File: src/rtl/uart_pkg.sv
// Shared constants and state encoding for the parametrised UART transmitter.
// Imported by the transmitter top level.
package uart_pkg;

   localparam int PARITY_NONE = 0;
   localparam int PARITY_ODD  = 1;
   localparam int PARITY_EVEN = 2;

   typedef enum logic [2:0] {
      ST_IDLE,
      ST_START,
      ST_DATA,
      ST_PARITY,
      ST_STOP
   } tx_state_e;

endpackage

File: src/rtl/uart_baud_tick.sv
// Bit-period timer: counts CLK_DIV clocks while enabled and emits a one-cycle tick
// on the last clock of each bit. Held at zero whenever disabled.
module uart_baud_tick #(
   parameter int CLK_DIV = 16
) (
   input  logic clk,
   input  logic rst_n,
   input  logic enable,
   output logic tick
);

   localparam int               CNT_W   = (CLK_DIV > 1) ? $clog2(CLK_DIV) : 1;
   localparam logic [CNT_W-1:0] CNT_MAX = CNT_W'(CLK_DIV - 1);

   logic [CNT_W-1:0] baud_cnt;

   always_ff @(posedge clk or negedge rst_n) begin
      if (!rst_n) begin
         baud_cnt <= '0;
      end else if (!enable || tick) begin
         baud_cnt <= '0;
      end else begin
         baud_cnt <= baud_cnt + CNT_W'(1);
      end
   end

   assign tick = enable && (baud_cnt == CNT_MAX);

endmodule

File: src/rtl/uart_tx_param.sv
// Parametrised UART transmitter with a one-word holding register so that a queued
// word starts on the very clock its predecessor's last stop bit ends.
module uart_tx_param
   import uart_pkg::*;
#(
   parameter int CLK_DIV   = 16,
   parameter int DATA_BITS = 8,
   parameter int PARITY    = 0,
   parameter int STOP_BITS = 1,
   parameter int MSB_FIRST = 0
) (
   input  logic                 clk,
   input  logic                 rst_n,
   input  logic [DATA_BITS-1:0] data_in,
   input  logic                 tx_valid,
   output logic                 tx_ready,
   output logic                 uart_txd,
   output logic                 tx_busy,
   output logic                 txd_done
);

   if (CLK_DIV < 2) begin : g_bad_div
      $error("uart_tx_param: CLK_DIV must be at least 2");
   end
   if (DATA_BITS < 5 || DATA_BITS > 9) begin : g_bad_bits
      $error("uart_tx_param: DATA_BITS must be in 5..9");
   end
   if (PARITY < 0 || PARITY > 2) begin : g_bad_parity
      $error("uart_tx_param: PARITY must be 0, 1 or 2");
   end
   if (STOP_BITS != 1 && STOP_BITS != 2) begin : g_bad_stop
      $error("uart_tx_param: STOP_BITS must be 1 or 2");
   end
   if (MSB_FIRST != 0 && MSB_FIRST != 1) begin : g_bad_order
      $error("uart_tx_param: MSB_FIRST must be 0 or 1");
   end

   localparam int               BIT_W     = $clog2(DATA_BITS + 1);
   localparam logic [BIT_W-1:0] LAST_BIT  = BIT_W'(DATA_BITS - 1);
   localparam logic             STOP_LAST = 1'(STOP_BITS - 1);
   localparam bit               MSB       = (MSB_FIRST != 0);

   tx_state_e            state, state_next;
   logic [DATA_BITS-1:0] hold_r, shifter, shifter_next;
   logic                 hold_full, hold_full_next;
   logic                 parity_r, parity_next;
   logic [BIT_W-1:0]     bit_cnt, bit_cnt_next;
   logic                 stop_cnt, stop_cnt_next;
   logic                 load, done_next, txd_next, accept, tick;

   uart_baud_tick #(
      .CLK_DIV(CLK_DIV)
   ) u_baud (
      .clk   (clk),
      .rst_n (rst_n),
      .enable(state != ST_IDLE),
      .tick  (tick)
   );

   assign accept         = tx_valid && tx_ready;
   assign hold_full_next = (hold_full && !load) || accept;
   assign tx_busy        = (state != ST_IDLE);

   always_ff @(posedge clk or negedge rst_n) begin
      if (!rst_n) begin
         state <= ST_IDLE;
      end else begin
         state <= state_next;
      end
   end

   // A load happens from IDLE or at the end of a frame; either way the queued word
   // moves into the shifter and its parity is captured before the hold can refill.
   always_comb begin
      state_next    = state;
      shifter_next  = shifter;
      parity_next   = parity_r;
      bit_cnt_next  = bit_cnt;
      stop_cnt_next = stop_cnt;
      load          = 1'b0;
      done_next     = 1'b0;
      unique case (state)
         ST_IDLE: begin
            if (hold_full) load = 1'b1;
         end
         ST_START: begin
            if (tick) begin
               state_next   = ST_DATA;
               bit_cnt_next = '0;
            end
         end
         ST_DATA: begin
            if (tick) begin
               if (bit_cnt == LAST_BIT) begin
                  state_next    = (PARITY != PARITY_NONE) ? ST_PARITY : ST_STOP;
                  stop_cnt_next = 1'b0;
               end else begin
                  bit_cnt_next = bit_cnt + BIT_W'(1);
                  shifter_next = MSB ? {shifter[DATA_BITS-2:0], 1'b0}
                                     : {1'b0, shifter[DATA_BITS-1:1]};
               end
            end
         end
         ST_PARITY: begin
            if (tick) begin
               state_next    = ST_STOP;
               stop_cnt_next = 1'b0;
            end
         end
         ST_STOP: begin
            if (tick) begin
               if (stop_cnt == STOP_LAST) begin
                  done_next = 1'b1;
                  if (hold_full) load = 1'b1;
                  else           state_next = ST_IDLE;
               end else begin
                  stop_cnt_next = 1'b1;
               end
            end
         end
         default: state_next = ST_IDLE;
      endcase
      if (load) begin
         state_next   = ST_START;
         shifter_next = hold_r;
         parity_next  = (PARITY == PARITY_ODD) ? ~^hold_r : ^hold_r;
      end
   end

   // The line is registered from the next state so each bit appears on the edge
   // that enters it, keeping uart_txd glitch-free at the pad.
   always_comb begin
      txd_next = 1'b1;
      unique case (state_next)
         ST_START:  txd_next = 1'b0;
         ST_DATA:   txd_next = MSB ? shifter_next[DATA_BITS-1] : shifter_next[0];
         ST_PARITY: txd_next = parity_next;
         default:   txd_next = 1'b1;
      endcase
   end

   always_ff @(posedge clk or negedge rst_n) begin
      if (!rst_n) begin
         hold_r    <= '0;
         hold_full <= 1'b0;
         tx_ready  <= 1'b1;
         shifter   <= '0;
         parity_r  <= 1'b0;
         bit_cnt   <= '0;
         stop_cnt  <= 1'b0;
         uart_txd  <= 1'b1;
         txd_done  <= 1'b0;
      end else begin
         if (accept) hold_r <= data_in;
         hold_full <= hold_full_next;
         tx_ready  <= !hold_full_next;
         shifter   <= shifter_next;
         parity_r  <= parity_next;
         bit_cnt   <= bit_cnt_next;
         stop_cnt  <= stop_cnt_next;
         uart_txd  <= txd_next;
         txd_done  <= done_next;
      end
   end

endmodule
File: config.mk
export PLATFORM = sky130hd
export DESIGN_NAME = uart_tx_param
export DESIGN_NICKNAME = d
export VERILOG_FILES = /design/src/rtl/uart_pkg.sv /design/src/rtl/uart_baud_tick.sv /design/src/rtl/uart_tx_param.sv
export SDC_FILE = /design/constraint.sdc
export NUM_CORES = 1
export LEC_CHECK = 0
export CAP_MARGIN = 20
export CORE_MARGIN = 2
export CORE_UTILIZATION = 45
export CTS_BUF_LIST = sky130_fd_sc_hd__clkbuf_2
export CTS_CLUSTER_DIAMETER = 80
export DETAILED_ROUTE_END_ITERATION = 10
export PLACE_DENSITY = 0.72
export SLEW_MARGIN = 30
export SYNTH_ARGS = -nofsm -noshare
export SYNTH_HDL_FRONTEND = slang
export SYNTH_SLANG_ARGS = --single-unit
File: constraint.sdc
create_clock -name clk -period 4.5 [get_ports clk]
set_input_delay 0.45 -clock clk [delete_from_list [all_inputs] [get_ports clk]]
set_output_delay 0.45 -clock clk [all_outputs]
set_load 0.02 [all_outputs]
# Word-level counts from Yosys, hierarchy flattened
# Cells that the tools add are included.
[word_totals]
reg_bits = 33
inputBits = 11
out_inout_bits = 4
wordCells = 81
[op_classes]
addsub = 2
n_eq_ne = 16
muxes = 33
n_reduce_logical = 18
[op_table]
columns = ["operator", "count"]
rows = [
  ["8-bit two-way mux", 4],
  ["3-bit two-way mux", 8],
  ["4-bit two-way mux", 4],
  ["3-bit case mux with 5 select lines", 1],
  ["3-bit by 2-bit == test with 1-bit output, second input constant", 4],
  ["1-bit two-way mux", 12],
  ["4-bit by 1-bit adder with 4-bit output, second input constant", 2],
  ["2-bit by 1-bit inequality test with 1-bit output, second input constant", 4],
  ["4-bit case mux with 2 select lines", 1],
  ["8-bit XOR reduction", 1],
  ["3-bit by 1-bit == test with 1-bit output, second input constant", 2],
  ["2-bit inequality test, second input constant", 3],
  ["1-bit case mux with 3 select lines", 2],
  ["2-bit nonzero test", 3],
  ["3-bit nonzero test", 2],
  ["5-bit AND reduction", 1],
  ["4-bit by 3-bit == test with 1-bit output, second input constant", 1],
  ["4-bit == test, second input constant", 1],
  ["4-bit AND reduction", 1],
  ["3-bit == test, second input constant", 1],
  ["1-bit logical AND", 3],
  ["1-bit logical NOT", 3],
  ["3-bit logical NOT", 1],
  ["3-bit AND reduction", 1],
  ["2 further kinds", 3],
]

# Depth between registers and ports, before layout
# Gate-level depths: netlist (run 1).
[depth]
ltp_word = 8
ltp_mapped = 6
ltp_nobuf = 5

# Modules after synthesis
# Synthesis (run 1) repeated with hierarchy kept, for this count alone.
[hier_totals]
hier_cells = 133
hier_area_um2 = 1514.0
[modules_own_cells]
columns = ["mod", "instances", "cells_each", "area_per_inst_um2", "seq_area_each_um2"]
rows = [
  ["uart_tx_param", 1, 118, 1340.0, 703.2],
  ["uart_baud_tick", 1, 15, 173.9, 100.1],
]

# Worst setup path after synthesis (run 1)
# OpenSTA, ideal clock, no wires.
[synth_timing]
path_kind = "flip-flop to flip-flop"
start = "register bit_cnt[0]"
end = "register bit_cnt[3]"
setup_time_ns = 0.144
arrival_ns = 1.704
t_required_ns = 4.356
path_slack_ns = 2.652
path_stages_with_launch = 7
n_path_buf = 1
cell_sequence = "dfrtp_1 > ha_1 > and3b_1 > or4_4 > clkbuf_1 > o21ai_0 > a21oi_1"
[synth_via]
elab_chain_cells = 4
word_cells_on_any_way = 7
[synth_lines]
columns = ["item", "line", "rtl"]
rows = [
  ["start: declaration", "uart_tx_param.sv:47", "logic [BIT_W-1:0] bit_cnt, bit_cnt_next;"],
  ["start signal: assignment", "uart_tx_param.sv:159", "bit_cnt <= bit_cnt_next;"],
  ["4-bit by 1-bit adder with 4-bit output", "uart_tx_param.sv:98", "bit_cnt_next = bit_cnt + BIT_W'(1);"],
  ["4-bit two-way mux", "uart_tx_param.sv:94", "if (bit_cnt == LAST_BIT) begin"],
  ["4-bit two-way mux", "uart_tx_param.sv:93", "if (tick) begin"],
  ["4-bit case mux with 2 select lines", "uart_tx_param.sv:82", "unique case (state)"],
]
# Parallel ways exist; a longest one is shown, timed or not. The select of a mux whose other input is x is not followed.
# A chain may end at the register's enable or synchronous reset.

# Worst setup path in the final report (run 1)
[layout_timing]
start = "register state[0]"
end = "output tx_busy"
[layout_via]
elab_chain_cells = 1
[layout_lines]
columns = ["item", "line", "rtl"]
rows = [
  ["start: declaration", "uart_tx_param.sv:43", "tx_state_e state, state_next;"],
  ["start signal: assignment", "uart_tx_param.sv:68", "state <= state_next;"],
  ["3-bit nonzero test", "uart_tx_param.sv:62", "assign tx_busy = (state != ST_IDLE);"],
  ["end: declaration", "uart_tx_param.sv:18", "output logic tx_busy,"],
]
# Every way passes these cells.

==> flow_metrics.py, run 1 <==
metrics = {
    "logic_synthesis": {
        "synthTopCellsByCount": "dfrtp_1 (30), nand2_1 (22), nor2_1 (13)",
        "synth_top_area_cell": "dfrtp_1",
        "postSynthCellCount": 138,
        "synth_area_leaders": "dfrtp_1 (52%), mux2_2 (7.0%), nand2_1 (5.7%)",
        "synth-adder-area-share_pct": 1.721,
        "synthArstFlopShare_pct": 100.0,
        "synthSimpleGateAreaFrac_pct": 17.99,
        "ys_warn_count": 0,
        "synth_compound_area_share_pct": 10.76,
        "syn_avg_cell_area_um2": 10.54,
        "yosysTopAreaCellShare_pct": 51.64,
        "synth_edf_count": 0,
        "synth_cell_types": 32,
        "synthXorXnorAreaFrac_pct": 5.422,
        "yosysMostFrequentCell": "dfrtp_1",
        "synth_top_family_by_area": "simple AND/OR/NAND/NOR gates",
        "seq_area_frac_synth_pct": 55.25,
        "synth_fp_nets": 151,
        "synth_ff_type": "dfrtp_1",
        "syn_area_um2": 1454,
        "synth_seq_cells": 32,
        "synth.mux.area_fraction_pct": 6.971,
    },
    "setup_path": {
        "worst-r2r-setup-slack_ps": 2280,
        "worstPathArrival_ps": 1900,
        "r2r-start": "u_baud.baud_cnt[0]",
        "end_kind": "primary output",
        "crit_fanout": 9,
        "critPathRequiredTime_ps": 4050,
        "rr_endpoint": "bit_cnt[0]",
        "start_kind": "register",
        "critPathKind": "reg2out",
        "worstRegToRegCells": 5,
    },
    "drt": {
        "via_count": 1081,
        "postRouteAntennaNets": 0,
        "viasPerCell": 5.351,
        "drtPass1Iterations": 4,
        "wl_per_cell_um": 12.87,
        "drt_iter0_drc": 57,
        "dr_wl_met3_um": 105,
        "drc": 0,
        "top_layer": "met4",
        "routed_wl_mm": 2.600,
        "route.met2.wl_mm": 1.246,
        "wl_met1_mm": 1.195,
    },
    "clocking": {
        "clockBufferDepth": 2,
        "clockRootBuffer": "clkbuf_2",
        "postCtsSetupRepairBufs": 0,
        "cts_made_buffers": 5,
        "cts_tree": "done",
        "clkSlewWorstSetupHoldPaths_ps": 160,
        "cts_hold_buffers": 0,
        "cts_sinks": 32,
        "cts_resized": 0,
        "htreeDepth": 2,
        "clk_latency_ps": 360,
    },
    "floorplan": {
        "dieHeight_um": 60.84,
        "die_w_um": 60.84,
        "initial_core_util_pct": 47.62,
        "core_um2": 3053,
        "rows": 20,
        "pin_count": 15,
        "dieArea_um2": 3702,
    },
    "timing": {
        "whs_ps": 455.1,
        "clock.fmax_mhz": 425.6,
        "skew_ps": 8.395,
        "period_share_pct": 52.22,
        "setup_ws_ps": 2150,
        "setup_viol": 0,
        "min_period_ps": 2350,
        "slew_headroom_pct": 42.40,
        "tightest_slew_ps": 856.9,
        "hold_violations": 0,
        "final-max-slew-violation-count": 0,
        "setup_tns_ps": 0,
        "rsz0062_at_grt": "no",
    },
    "power_and_ir_drop": {
        "vdd_drop_max_mv": 0.1996,
        "power_density_nw_per_um2": 357.4,
        "p_leak_nw": 0.7407,
    },
    "global_routing": {
        "grt_max_degree": 33,
        "grt_usage_pct": 17.48,
        "antenna_found_initial": 0,
        "grt_overflow": 0,
        "grt_first_pass_wirelength_mm": 4.657,
        "grt_pass1_vias": 1054,
    },
    "placement": {
        "place_area_um2": 1645,
        "portBuffers": 14,
        "place.gp.congestion": 0.7601,
        "dp_slack_ps": 2272,
        "hpwl_mm": 1.845,
    },
    "worst_hold_path": {
        "hp-class": "in2async",
    },
    "layout": {
        "n_antenna_cell": 0,
        "num-fill-cells": 289,
        "finalInstanceArea_um2": 1684,
        "final_util_pct": 55.16,
        "layout-drive-gt1-share_pct": 14.56,
        "nNetsFinal": 170,
        "syn2layout_area_growth_pct": 15.84,
    },
    "job": {
        "drv_cap": 0,
    },
    "outcome": {
        "status": "finished, final reports clean",
    },
}
==> state kept, by name (all words and copies together), names as in the netlist <==
signal and cells:
hold_r 8, shifter 8, bit_cnt 4, u_baud.baud_cnt 4, state 3, hold_full 1, parity_r 1, tx_ready 1
txd_done 1, uart_txd 1
==> critical path, cell delays in order, from the launching register on <==
cell,delay [ps]
dfrtp_1,500
nor2_1,320
nand2_1,160
clkdlybuf4s50_1,560
==> kinds of logic (layout without fill, tap and decap cells) <==
group,count (synthesis),in the layout
and+or+nand+nor,53,53
DFF,32,32
AOI/OAI and AO/OA,26,26
xor gates and xnor gates,9,9
muxes,9,9
buffers and inverters,7,27
adders and majority gates,2,2
==> area by class of cell <==
class	count	area, um^2	share of cell area [%]
clock buffers	7	35.03	2.080
clock inverters	1	3.754	0.2229
inverters	3	11.26	0.6686
multi-input cells	99	623.1	37.00
flip-flops and latches	32	803.3	47.70
well taps	44	55.05	3.269
repair buffers	16	152.6	9.064
==> metrics by stage <==
step	power, W	instances
finish	0.0006019	202
global route	0.0006359	202
global placement	0.0004707	193
floorplan	0.0004410	138
detailed placement	0.0004749	194
CTS	0.0006088	202
==> routing by layer <==
| layer | GRT usage [%] | up-vias |
|---|---|---|
| li1 | - | 522 |
| met1 | 22.57 | 527 |
| met4 | 9.627 | 0 |
| met3 | 4.478 | 8 |
| met5 | 0 | - |
| met2 | 26.88 | 24 |
==> placed cells by master (no fill, tap or decap), types with 2 or more instances in the layout <==
master and n:
dfrtp_1 30, nand2_1 22, clkdlybuf4s50_1 14, nor2_1 13, mux2_2 9, a31oi_1 8
xnor2_1 8, o21ai_0 7, clkbuf_2 7, a21oi_1 5, nand3_1 4, inv_1 3
and3_1 3, or3_1 2, ha_1 2, dfstp_2 2
==> worst max-delay path by stage <==
stage,to,startpoint
5_1_grt,tx_busy,state[0]
4_1_cts,tx_busy,state[0]
2_1_floorplan,bit_cnt[3],bit_cnt[0]
3_5_place_dp,bit_cnt[0],u_baud.baud_cnt[0]
3_3_place_gp,tx_ready,u_baud.baud_cnt[0]
6_report,tx_busy,state[0]
==> report_power, final <==
group / switching (W) / internal (W) / leakage, nW
Combinational: 0.0000451 / 0.0000787 / 0.302
Sequential: 0.0000267 / 0.000316 / 0.408
Clock: 0.0000938 / 0.0000416 / 0.0306
No activity file was read; power rests on OpenSTA's default activity.
==> run 2: changes to the inputs <==
==> constraint.sdc (replaced) <==
create_clock -name clk -period 2.27 [get_ports clk]
set_input_delay 0.227 -clock clk [delete_from_list [all_inputs] [get_ports clk]]
set_output_delay 0.227 -clock clk [all_outputs]
set_load 0.02 [all_outputs]
==> flow_metrics.py, run 2 (synthesis gave the netlist of run 1 again) <==
metrics = {
    "outcome": {
        "status": "finished, final reports clean",
    },
    "drt": {
        "route.met2.wl_mm": 1.225,
        "postRouteAntennaNets": 0,
        "viasPerCell": 5.200,
        "drtPass1Iterations": 4,
        "wl_per_cell_um": 12.46,
        "top_layer": "met4",
        "routed_wl_mm": 2.555,
        "drc": 0,
        "via_count": 1066,
        "wl_met1_mm": 1.171,
        "dr_wl_met3_um": 115,
        "drt_iter0_drc": 33,
    },
    "power_and_ir_drop": {
        "seqPwrFrac_pct": 52.4,
        "power_density_nw_per_um2": 744.6,
        "p_sw_share_pct": 25.42,
        "clockPowerShare_pct": 28.8,
        "finalPower_w": 0.001290,
        "intPower_w": 0.0009624,
        "p_switching_w": 0.0003280,
        "p_leak_nw": 0.7650,
        "vdd_drop_max_mv": 0.3661,
        "power_frac_comb_pct": 18.8,
    },
    "clocking": {
        "clk_latency_ps": 380,
        "clockRootBuffer": "clkbuf_2",
        "cts_made_buffers": 5,
        "cts_tree": "done",
        "cts_sinks": 32,
        "htreeDepth": 2,
        "clkSlewWorstSetupHoldPaths_ps": 170,
        "clockBufferDepth": 2,
        "postCtsSetupRepairBufs": 0,
        "cts_resized": 0,
        "cts_hold_buffers": 0,
    },
    "timing": {
        "clock.fmax_mhz": 477.4,
        "tightest_slew_ps": 477.9,
        "final-max-slew-violation-count": 0,
        "setup_ws_ps": 175.2,
        "setup_viol": 0,
        "rsz0062_at_grt": "no",
        "period_share_pct": 92.28,
        "slew_headroom_pct": 67.69,
        "setup_tns_ps": 0,
        "min_period_ps": 2095,
        "skew_ps": 16.04,
        "hold_violations": 0,
    },
    "placement": {
        "hpwl_mm": 1.796,
        "place_area_um2": 1670,
        "portBuffers": 14,
        "place.gp.congestion": 0.7326,
        "dp.cells": 197,
        "dp_slack_ps": 223.2,
    },
    "setup_path": {
        "critPathKind": "reg2reg",
        "worstRegToRegCells": 5,
        "crit_path_start": "bit_cnt[0]",
        "crit_buf_inv": 0,
        "end_kind": "register",
        "cp_slowest_stage_delay_ps": 590,
        "crit_cells": 5,
        "rr_endpoint": "bit_cnt[3]",
        "start_kind": "register",
        "critPathTopFamily": "simple AND/OR/NAND/NOR gates",
        "worst-r2r-setup-slack_ps": 180,
        "crit_end": "bit_cnt[3]",
        "crit_chain": "ha_1 -> and3b_1 -> or4_4 -> or3_1 -> a21oi_1",
        "crit_fanout": 13,
        "critPathRequiredTime_ps": 2560,
        "worstPathArrival_ps": 2380,
        "cp_slowest_cell": "or4_4",
        "r2r-start": "bit_cnt[0]",
    },
    "layout": {
        "nNetsFinal": 173,
        "n_antenna_cell": 0,
        "finalInstanceArea_um2": 1733,
        "final_cell_count_no_fill": 205,
        "layout-drive-gt1-share_pct": 15.53,
        "mostFrequentLayoutCells": "dfrtp_1 (30), nand2_1 (22), clkdlybuf4s50_1 (14)",
        "top_regs": "hold_r x8, shifter x8",
        "regArea_um2": 803.3,
        "num-fill-cells": 273,
        "final_common_cell": "dfrtp_1",
        "syn2layout_area_growth_pct": 19.19,
        "multi_input_area_um2": 623.1,
    },
    "floorplan": {
        "rows": 20,
        "dieArea_um2": 3702,
        "die_w_um": 60.84,
        "initial_core_util_pct": 47.62,
        "dieHeight_um": 60.84,
        "pin_count": 15,
        "core_um2": 3053,
    },
    "global_routing": {
        "grt_first_pass_wirelength_mm": 4.491,
        "grt_max_degree": 33,
        "antenna_found_initial": 0,
        "grt_usage_pct": 17.01,
        "grt_overflow": 0,
        "grt_pass1_vias": 1025,
    },
    "job": {
        "drv_cap": 0,
    },
    "worst_hold_path": {
        "hp-class": "in2async",
    },
}
-- run 2: cell count changes in the layout (fill, tap and decap cells not counted) --
| cell | before | now |
|---|---|---|
| bufinv_16 | 0 | 1 |
| buf_2 | 1 | 0 |
| clkinv_1 | 1 | 2 |
| clkbuf_2 | 7 | 5 |
| buf_4 | 1 | 5 |
-- run 2: how the worst min path moves through the flow --
stage / depth (start not counted) / to / from / slack (ps)
CTS: 2 / state[2] / rst_n / 210
floorplan: 0 / bit_cnt[0] / rst_n / -70
global placement: 1 / u_baud.baud_cnt[0] / u_baud.baud_cnt[0] / 440
detailed placement: 1 / u_baud.baud_cnt[0] / u_baud.baud_cnt[0] / 450
global route: 2 / u_baud.baud_cnt[1] / rst_n / 220
finish: 2 / state[2] / rst_n / 210
-- run 2: area by class of cell --
cell class,instances,share of cell area (%)
Clock buffer,5,1.444
Clock inverter,3,2.166
Inverter,3,0.6498
Multi-Input combinational cell,99,35.96
Sequential cell,32,46.35
Tap cell,44,3.177
Timing Repair Buffer,19,10.25
-- run 2: metal layers --
layer  global-route usage, %  up-vias
met5                       0        -
met1                   20.98      504
met2                   26.57       26
li1                        -      531
met4                   10.25        0
met3                   4.691        5
-- run 2: power groups by stage --
| stage | clock (W) | combinational, W | sequential [W] |
|---|---|---|---|
| 2_1_floorplan | 0 | 0.000196 | 0.000679 |
| 3_3_place_gp | 0 | 0.000245 | 0.000685 |
| 3_5_place_dp | 0 | 0.000250 | 0.000688 |
| 4_1_cts | 0.000384 | 0.000251 | 0.000677 |
| 5_1_grt | 0.000412 | 0.000274 | 0.000684 |
| 6_report | 0.000372 | 0.000243 | 0.000676 |
-- run 2: stage by stage --
stage                     utilization (%)  hold WS (ps)
final                               56.76         211.4
after global routing                56.76         215.4
after CTS                           56.76         215.0
after detailed placement            54.71         449.8
after global placement              54.71         442.3
after floorplan                         -        -68.59
==> run 3: changes to the inputs <==
--- a/config.mk
+++ b/config.mk
@@ -12,7 +12,7 @@
 export CTS_CLUSTER_DIAMETER = 80
 export DETAILED_ROUTE_END_ITERATION = 10
 export PLACE_DENSITY = 0.72
-export SLEW_MARGIN = 30
+export SLEW_MARGIN = 20
 export SYNTH_ARGS = -nofsm -noshare
 export SYNTH_HDL_FRONTEND = slang
 export SYNTH_SLANG_ARGS = --single-unit
==> results of run 3 <==
No change in the layout: final DEF, timing and power equal those of run 2.
